## config.mk

```make
export PLATFORM = sky130hd
export DESIGN_NAME = frame_scanout
export DESIGN_NICKNAME = d
export VERILOG_FILES = /design/src/rtl/display_pkg.sv /design/src/rtl/video_timing.sv /design/src/rtl/frame_scanout.sv
export SDC_FILE = /design/constraint.sdc
export NUM_CORES = 1
export LEC_CHECK = 0
export CAP_MARGIN = 20
export CORE_MARGIN = 2
export CORE_UTILIZATION = 46
export CTS_CLUSTER_DIAMETER = 80
export CTS_CLUSTER_SIZE = 28
export DETAILED_ROUTE_END_ITERATION = 10
export PLACE_DENSITY = 0.82
export SETUP_SLACK_MARGIN = 0.02
export SLEW_MARGIN = 5
export SYNTH_ARGS = -nofsm -noshare
export SYNTH_HDL_FRONTEND = slang
export SYNTH_SLANG_ARGS = --single-unit
```

## constraint.sdc

```tcl
create_clock -name clk_33m -period 2.93 [get_ports clk_33m]
set_input_delay 0.586 -clock clk_33m [delete_from_list [all_inputs] [get_ports clk_33m]]
set_output_delay 0.586 -clock clk_33m [all_outputs]
set_load 0.03 [all_outputs]
```

## src/rtl/display_pkg.sv

```systemverilog
// Shared display definitions: LCD timing defaults, pixel types and the 2-bit palette.
// Also used by the sprite painter and the frame RAM wrapper.
package display_pkg;

  localparam int COOR_WIDTH_DEF = 11;
  localparam int H_ACTIVE_DEF   = 800;
  localparam int H_FP_DEF       = 210;
  localparam int H_SYNC_DEF     = 20;
  localparam int H_BP_DEF       = 26;
  localparam int V_ACTIVE_DEF   = 480;
  localparam int V_FP_DEF       = 22;
  localparam int V_SYNC_DEF     = 10;
  localparam int V_BP_DEF       = 13;

  typedef logic [1:0]  palette_t;
  typedef logic [23:0] rgb_t;

  typedef enum logic {
    SWAP_IDLE,
    SWAP_PENDING
  } swap_state_t;

  // Grey ramp from light (index 0) to black (index 3)
  localparam rgb_t PALETTE [4] = '{24'hF7F7F7, 24'hACACAC, 24'h535353, 24'h000000};

endpackage

```

## src/rtl/video_timing.sv

```systemverilog
// Free-running h/v raster counters with active, sync, vblank and frame-end decode.
// All outputs are combinational from the counter registers (stage 0).
module video_timing
  import display_pkg::*;
#(
  parameter int COOR_WIDTH = COOR_WIDTH_DEF,
  parameter int H_ACTIVE   = H_ACTIVE_DEF,
  parameter int H_FP       = H_FP_DEF,
  parameter int H_SYNC     = H_SYNC_DEF,
  parameter int H_BP       = H_BP_DEF,
  parameter int V_ACTIVE   = V_ACTIVE_DEF,
  parameter int V_FP       = V_FP_DEF,
  parameter int V_SYNC     = V_SYNC_DEF,
  parameter int V_BP       = V_BP_DEF
) (
  input  logic                  clk_33m,
  input  logic                  rst,
  output logic [COOR_WIDTH-1:0] o_h_cnt,
  output logic [COOR_WIDTH-1:0] o_v_cnt,
  output logic                  o_active,
  output logic                  o_hs_raw,
  output logic                  o_vs_raw,
  output logic                  o_vblank,
  output logic                  o_frame_end
);

  localparam int H_TOTAL = H_ACTIVE + H_FP + H_SYNC + H_BP;
  localparam int V_TOTAL = V_ACTIVE + V_FP + V_SYNC + V_BP;

  if ((H_TOTAL >= (1 << COOR_WIDTH)) || (V_TOTAL >= (1 << COOR_WIDTH))) begin : g_bad_timing
    $fatal(1, "video_timing: H_TOTAL/V_TOTAL do not fit in COOR_WIDTH bits");
  end

  localparam logic [COOR_WIDTH-1:0] H_LAST = COOR_WIDTH'(H_TOTAL - 1);
  localparam logic [COOR_WIDTH-1:0] V_LAST = COOR_WIDTH'(V_TOTAL - 1);
  localparam logic [COOR_WIDTH-1:0] H_VIS  = COOR_WIDTH'(H_ACTIVE);
  localparam logic [COOR_WIDTH-1:0] V_VIS  = COOR_WIDTH'(V_ACTIVE);
  localparam logic [COOR_WIDTH-1:0] HS_BEG = COOR_WIDTH'(H_ACTIVE + H_FP);
  localparam logic [COOR_WIDTH-1:0] HS_END = COOR_WIDTH'(H_ACTIVE + H_FP + H_SYNC);
  localparam logic [COOR_WIDTH-1:0] VS_BEG = COOR_WIDTH'(V_ACTIVE + V_FP);
  localparam logic [COOR_WIDTH-1:0] VS_END = COOR_WIDTH'(V_ACTIVE + V_FP + V_SYNC);

  logic [COOR_WIDTH-1:0] r_h_cnt;
  logic [COOR_WIDTH-1:0] r_v_cnt;
  logic                  w_h_last;
  logic                  w_v_last;

  assign w_h_last = (r_h_cnt == H_LAST);
  assign w_v_last = (r_v_cnt == V_LAST);

  always_ff @(posedge clk_33m) begin
    if (rst) begin
      r_h_cnt <= '0;
      r_v_cnt <= '0;
    end else if (w_h_last) begin
      r_h_cnt <= '0;
      r_v_cnt <= w_v_last ? '0 : r_v_cnt + COOR_WIDTH'(1);
    end else begin
      r_h_cnt <= r_h_cnt + COOR_WIDTH'(1);
    end
  end

  assign o_h_cnt     = r_h_cnt;
  assign o_v_cnt     = r_v_cnt;
  assign o_active    = (r_h_cnt < H_VIS) && (r_v_cnt < V_VIS);
  assign o_hs_raw    = !((r_h_cnt >= HS_BEG) && (r_h_cnt < HS_END));
  assign o_vs_raw    = !((r_v_cnt >= VS_BEG) && (r_v_cnt < VS_END));
  assign o_vblank    = (r_v_cnt >= V_VIS);
  assign o_frame_end = w_h_last && w_v_last;

endmodule

```

## src/rtl/frame_scanout.sv

```systemverilog
// Front-buffer scan-out: drives RAM read addresses, expands palette indices to RGB888
// through a 2-stage pipeline, and applies buffer swaps only at frame boundaries.
module frame_scanout
  import display_pkg::*;
#(
  parameter int COOR_WIDTH = COOR_WIDTH_DEF,
  parameter int H_ACTIVE   = H_ACTIVE_DEF,
  parameter int H_FP       = H_FP_DEF,
  parameter int H_SYNC     = H_SYNC_DEF,
  parameter int H_BP       = H_BP_DEF,
  parameter int V_ACTIVE   = V_ACTIVE_DEF,
  parameter int V_FP       = V_FP_DEF,
  parameter int V_SYNC     = V_SYNC_DEF,
  parameter int V_BP       = V_BP_DEF
) (
  input  logic                  clk_33m,
  input  logic                  rst,
  output logic [COOR_WIDTH-1:0] read_x,
  output logic [COOR_WIDTH-1:0] read_y,
  output logic                  read_buf,
  input  logic [1:0]            read_palette,
  input  logic                  swap_req,
  output logic                  swap_done,
  output logic                  front_buf,
  output logic                  vblank,
  output logic                  hsync,
  output logic                  vsync,
  output logic                  de,
  output logic [23:0]           rgb
);

  function automatic rgb_t pal_to_rgb(input palette_t idx, input logic vld);
    return vld ? PALETTE[idx] : '0;
  endfunction

  logic [COOR_WIDTH-1:0] w_h_cnt;
  logic [COOR_WIDTH-1:0] w_v_cnt;
  logic                  w_active;
  logic                  w_hs_raw;
  logic                  w_vs_raw;
  logic                  w_vblank;
  logic                  w_frame_end;

  video_timing #(
    .COOR_WIDTH (COOR_WIDTH),
    .H_ACTIVE   (H_ACTIVE),
    .H_FP       (H_FP),
    .H_SYNC     (H_SYNC),
    .H_BP       (H_BP),
    .V_ACTIVE   (V_ACTIVE),
    .V_FP       (V_FP),
    .V_SYNC     (V_SYNC),
    .V_BP       (V_BP)
  ) u_timing (
    .clk_33m     (clk_33m),
    .rst         (rst),
    .o_h_cnt     (w_h_cnt),
    .o_v_cnt     (w_v_cnt),
    .o_active    (w_active),
    .o_hs_raw    (w_hs_raw),
    .o_vs_raw    (w_vs_raw),
    .o_vblank    (w_vblank),
    .o_frame_end (w_frame_end)
  );

  // Stage 0: address drive straight from the counters
  assign read_x = w_active ? w_h_cnt : '0;
  assign read_y = w_active ? w_v_cnt : '0;
  assign vblank = w_vblank;

  // Stage 1: timing flags wait here while the RAM returns read_palette
  logic r_vld_p1;
  logic r_hs_p1;
  logic r_vs_p1;

  always_ff @(posedge clk_33m) begin
    if (rst) begin
      r_vld_p1 <= 1'b0;
      r_hs_p1  <= 1'b1;
      r_vs_p1  <= 1'b1;
    end else begin
      r_vld_p1 <= w_active;
      r_hs_p1  <= w_hs_raw;
      r_vs_p1  <= w_vs_raw;
    end
  end

  // Stage 2: output registers, sync/de aligned with rgb
  logic r_de_p2;
  logic r_hs_p2;
  logic r_vs_p2;
  rgb_t r_rgb_p2;

  always_ff @(posedge clk_33m) begin
    if (rst) begin
      r_de_p2  <= 1'b0;
      r_hs_p2  <= 1'b1;
      r_vs_p2  <= 1'b1;
      r_rgb_p2 <= '0;
    end else begin
      r_de_p2  <= r_vld_p1;
      r_hs_p2  <= r_hs_p1;
      r_vs_p2  <= r_vs_p1;
      r_rgb_p2 <= pal_to_rgb(read_palette, r_vld_p1);
    end
  end

  assign de    = r_de_p2;
  assign hsync = r_hs_p2;
  assign vsync = r_vs_p2;
  assign rgb   = r_rgb_p2;

  // Swap FSM: a request is held until the frame-end cycle so no torn frame is shown
  swap_state_t r_state;
  logic        r_front_buf;
  logic        r_swap_done;

  always_ff @(posedge clk_33m) begin
    if (rst) begin
      r_state     <= SWAP_IDLE;
      r_front_buf <= 1'b0;
      r_swap_done <= 1'b0;
    end else begin
      r_swap_done <= 1'b0;
      if (w_frame_end && ((r_state == SWAP_PENDING) || swap_req)) begin
        r_front_buf <= ~r_front_buf;
        r_swap_done <= 1'b1;
        r_state     <= SWAP_IDLE;
      end else if (swap_req) begin
        r_state <= SWAP_PENDING;
      end
    end
  end

  assign front_buf = r_front_buf;
  assign read_buf  = r_front_buf;
  assign swap_done = r_swap_done;

endmodule

```

# Word-level counts from Yosys, hierarchy flattened
# Index checks and enable logic that the tools add are counted.
[totals]
ff_bits = 55
latch_bits = 0
mem_bits_rw = 0
romBits = 0
out_inout_bits = 53
elab_cells = 45
memories = 0
[op_classes]
add_sub_neg = 2
multipliers = 0
div = 0
order_cmp = 8
eq_ne = 2
shifts = 0
n_mux = 7
bitwise_logic = 3
n_reduce_logical = 11
[op_table]
columns = ["op", "n"]
rows = [
  ["$bmux W24 S2", 1],
  ["$mux W24", 2],
  ["$mux W11", 3],
  ["$add A11 B1 Y11 const B", 2],
  ["$ge A11 B9 Y1 const B", 2],
  ["$lt A11 B10 Y1 const B", 2],
  ["$eq A11 B10 Y1 const B", 1],
  ["$eq A11 B11 Y1 const B", 1],
  ["$ge A11 B10 Y1 const B", 1],
  ["$lt A11 B11 Y1 const B", 1],
  ["$lt A11 B9 Y1 const B", 1],
  ["$reduce_or A2 Y1", 3],
  ["$logic_and A1 B1 Y1", 5],
  ["$ge A3 B3 Y1 const B", 1],
  ["$not A2 Y3", 1],
  ["$logic_not A1 Y1", 2],
  ["$not A1 Y1", 2],
  ["$logic_or A1 B1 Y1", 1],
  ["$mux W1", 1],
]

# Logic depth before layout (Yosys ltp)
[logic_depth]
ltp_word = 4
depth_mapped = 7
ltp_nobuf = 6

# Modules after synthesis
# From an unflattened synthesis, not the netlist that was laid out.
[hier_totals]
cells_unflattened = 206
area_unflattened_um2 = 1838.0
[by_module_without_submodules]
columns = ["mod", "instances", "cells_each", "area_per_inst_um2", "seq_area_each_um2"]
rows = [
  ["video_timing", 1, 130, 1159.9, 440.4],
  ["frame_scanout", 1, 76, 678.2, 240.2],
]

# Worst setup path before layout
# No wires, ideal clock.
[synth_timing]
path_type = "reg-to-output"
startpoint = "register u_timing.r_v_cnt[6] (netlist: u_timing.o_v_cnt[6])"
endpoint = "output port read_x[3]"
t_arrival_ps = 1871
required_ps = 2344
path_slack_ps = 473
stages_incl_launch_ff = 6
cell_sequence = "dfxtp_1 -> nand3_1 -> o21ai_1 -> nor3_1 -> clkbuf_1 -> and2_1"
[synth_via]
elab_chain_cells = 3
[synth_lines]
columns = ["item", "line", "source"]
rows = [
  ["start: declaration", "video_timing.sv:44", "logic [COOR_WIDTH-1:0] r_v_cnt;"],
  ["start signal: assignment", "video_timing.sv:57", "r_v_cnt <= w_v_last ? '0 : r_v_cnt + COOR_WIDTH'(1);"],
  ["$lt A11 B9 Y1", "video_timing.sv:65", "assign o_active = (r_h_cnt < H_VIS) && (r_v_cnt < V_VIS);"],
  ["$logic_and A1 B1 Y1", "video_timing.sv:65", ""],
  ["$mux W11", "frame_scanout.sv:67", "assign read_x = w_active ? w_h_cnt : '0;"],
  ["end: declaration", "frame_scanout.sv:18", "output logic [COOR_WIDTH-1:0] read_x,"],
]
# Every way passes these cells.

# Worst setup path in the final report
[layout_timing]
startpoint = "register u_timing.r_h_cnt[5] (netlist: u_timing.o_h_cnt[5])"
endpoint = "output port read_y[1]"
[layout_via]
elab_chain_cells = 3
[layout_lines]
columns = ["item", "line", "source"]
rows = [
  ["start: declaration", "video_timing.sv:43", "logic [COOR_WIDTH-1:0] r_h_cnt;"],
  ["start signal: assignment", "video_timing.sv:59", "r_h_cnt <= r_h_cnt + COOR_WIDTH'(1);"],
  ["$lt A11 B10 Y1", "video_timing.sv:65", ""],
  ["$logic_and A1 B1 Y1", "video_timing.sv:65", ""],
  ["$mux W11", "frame_scanout.sv:68", "assign read_y = w_active ? w_v_cnt : '0;"],
  ["end: declaration", "frame_scanout.sv:19", "output logic [COOR_WIDTH-1:0] read_y,"],
]
# Every way passes these cells.

==> summary.md <==
| Metric | Value |
|---|---|
| Warnings from Yosys | 0 |
| # setup viols final | 0 |
| Clock root buffer | clkbuf_8 |
| Post-DR vias/cell | 5.25 |
| Pre-CTS setup slack | 0.302 ns |
| CP startpoint kind | flip-flop |
| CP cell instances | nor3_1, nor2_1, nor4_1, clkdlybuf4s50_1 |
| Max Clk Rate | 0.363 GHz |
| N_diodes | 0 |
| Cells after synthesis | 216 |
| Top post-synthesis cells by area | dfxtp_1, buf_4, nor2_1 |
| Worst Max-Slew Pin Slew | 0.603 ns |
| Post-synthesis sequential area ratio | 38.0% |
| Antenna violations before repair | 0 |
| Layout Skew | 0.00518 ns |
| Residual DRC count | 0 |
| Nets | 255 |
| CTS H-tree depth | 2 |
| Number of distinct library cells after synthesis | 38 |
| Total number of placement rows | 22 |
| Filler cells | 363 |
| Largest net degree at the start of global routing | 14 |
| Leading cell types in the layout, fill and taps excluded | clkdlybuf4s50_1, dfxtp_1, nor2_1 |
| Hold Buf Count CTS | 0 |
| Clock-pin slew on the worst setup and hold paths | 0.07 ns |
| Mean post-synth cell area | 8.29 µm² |
| Yosys top cell by area | dfxtp_1 |
| Cell Count Post-Placement | 287 |
| Layout cells sized above 1 | 13.0% |
| CP max FO | 7 |
| RSZ-0062 raised after global routing | no |
| Commonest non-fill, non-tap cell in the layout | clkdlybuf4s50_1 |
| Antenna viol nets, final | 0 |
| Worst VDD drop | 0.251 mV |
| Setup TNS Final | 0 ns |
| Core area | 3690 µm² |
| Area of the multi-input gates | 870 µm² |
| Crit path buffers/inverters | 1 |
| Synth Register Bits | 34 |
| EDFF count, synth | 0 |
| TritonCTS buffer count | 5 |
| Initial DRC Count | 119 |
| Routed WL per cell | 13.6 µm |
| Worst skew pair latency | 0.29 ns |
| Lkg Pwr | 0.801 nW |
| Sink Count | 34 |
| Slew headroom | 59.6% |
| Sequential cell area | 681 µm² |
| CTS Buffer Depth | 2 |
| Critical path's largest stage delay | 0.75 ns |
| Via count | 1,544 |
| WP data required | 2.34 ns |
| Port Buffers | 54 |
| Max Cap Viol | 0 |
| Kind of critical path | flip-flop to output pin |
| Routability cong. | 0.906 |
| Top-area cell type share of the netlist area | 38.0% |
| Width of the chip | 66.4 µm |
| HP Class | flip-flop to flip-flop |
| Status | complete, no violations |
| Die area | 4410 µm² |
| Critical path arrival | 2.17 ns |
| Die H | 66.4 µm |
| CP top delay family | simple AND/OR/NAND/NOR gates |
| Critical path's slowest cell | clkdlybuf4s50_1 |
| Critical path endpoint category | output pin |
| Number of global-route vias before repair | 1,323 |
| Asr flop ratio synth | 0% |
| Area grow syn2layout | 25.2% |
| Initial core utilization | 48.5% |
| Non-Filler Instances | 294 |
| Global-route usage over all layers | 19.1% |
| Max Slew Vio Count | 0 |
| Endpoints failing hold | 0 |
| Synth Flop Type | dfxtp_1 |
| Post-layout min period | 2.76 ns |
| Synthesized cell area | 1790 µm² |
| Gr ovfl total | 0 |
| First-pass GRT wire length | 6290 µm |
| Pwr/cell area | 401 nW/µm² |
| CTS tree | built |
| Post-DP HPWL | 2980 µm |
| Final worst slack | 0.173 ns |
| Ports | 58 |
| 1st-pass router iterations | 4 |
| Final Cycle Share | 94.1% |
| Total Wirelength | 3990 µm |
==> per-layer routing <==
| layer | vias up | GRT usage (%) | routed length, µm |
|---|---|---|---|
| met4 | 0 | 9.69 | 83 |
| met5 | - | 0 | 0 |
| li1 | 772 | - | - |
| met2 | 56 | 30.1 | 1950 |
| met1 | 710 | 23.5 | 1720 |
| met3 | 6 | 5.62 | 243 |
==> where the power goes <==
group | switching, W | total [W] | internal [W]
clock network | 0.000163 | 0.000322 | 0.000159
logic | 0.0000593 | 0.0000980 | 0.0000387
registers | 0.00000861 | 0.000478 | 0.000470
==> through the flow <==
| step | hold WS, ns | total power [W] | util (%) | area [µm²] |
|---|---|---|---|---|
| floorplan | 0.389 | 0.000563 | - | 1800 |
| global placement | 0.395 | 0.000586 | 58.4 | 2150 |
| detailed placement | 0.401 | 0.000587 | 58.4 | 2150 |
| CTS | 0.417 | 0.000911 | 60.7 | 2240 |
| global route | 0.434 | 0.000939 | 60.8 | 2240 |
| finish | 0.418 | 0.000898 | 60.8 | 2240 |
==> path summary, 6_finish.rpt <==
path,start,to,slack [ns],cells after the start
max reg2reg,u_timing.o_h_cnt[10]$_SDFF_PP0_,u_timing.o_v_cnt[10]$_SDFFE_PP0P_,0.51,4
min reg2reg,r_vs_p1$_SDFF_PP1_,vsync$_SDFF_PP1_,0.42,1
min,r_vs_p1$_SDFF_PP1_,vsync$_SDFF_PP1_,0.42,1
max,u_timing.o_h_cnt[5]$_SDFF_PP0_,read_y[1],0.17,4
==> synth_stat cells (2+ instances only) <==
cell type / n
a21oi_1: 8
and2_1: 13
and4_1: 2
buf_4: 25
clkbuf_1: 9
dfxtp_1: 34
ha_1: 4
inv_1: 8
nand2_1: 7
nand2b_1: 3
nand3_1: 9
nand4_1: 9
nor2_1: 24
nor3_1: 7
nor3b_1: 2
nor4_1: 9
o21ai_0: 6
or2_2: 2
or3_1: 3
or4_1: 2
or4_2: 2
xnor2_1: 7
xor2_1: 6
==> what timing repair did <==
action / CTS / global route
resized for setup: 1 / 1
buffers inserted: 0 / 0
setup endpoints to repair: 6 / 7
==> final cells by class <==
class	instances	area share [%]
inverters	8	1.34
clock inverters	2	0.446
repair buffers	56	23.3
clock buffers	5	3.07
multi-input cells	141	38.8
well taps	48	2.68
flip-flops and latches	34	30.4
==> cell families after synthesis <==
logic type                 count (synthesis)  share of synthesized area (%)
buffers and inverters                     43                           14.3
other                                      1                          0.209
adders and majority gates                  4                           2.80
and+or+nand+nor                          101                           31.9
xor gates and xnor gates                  13                           6.36
DFF                                       34                           38.0
AOI/OAI and AO/OA                         20                           6.36
Note: power is estimated with default switching activity, not from simulation.
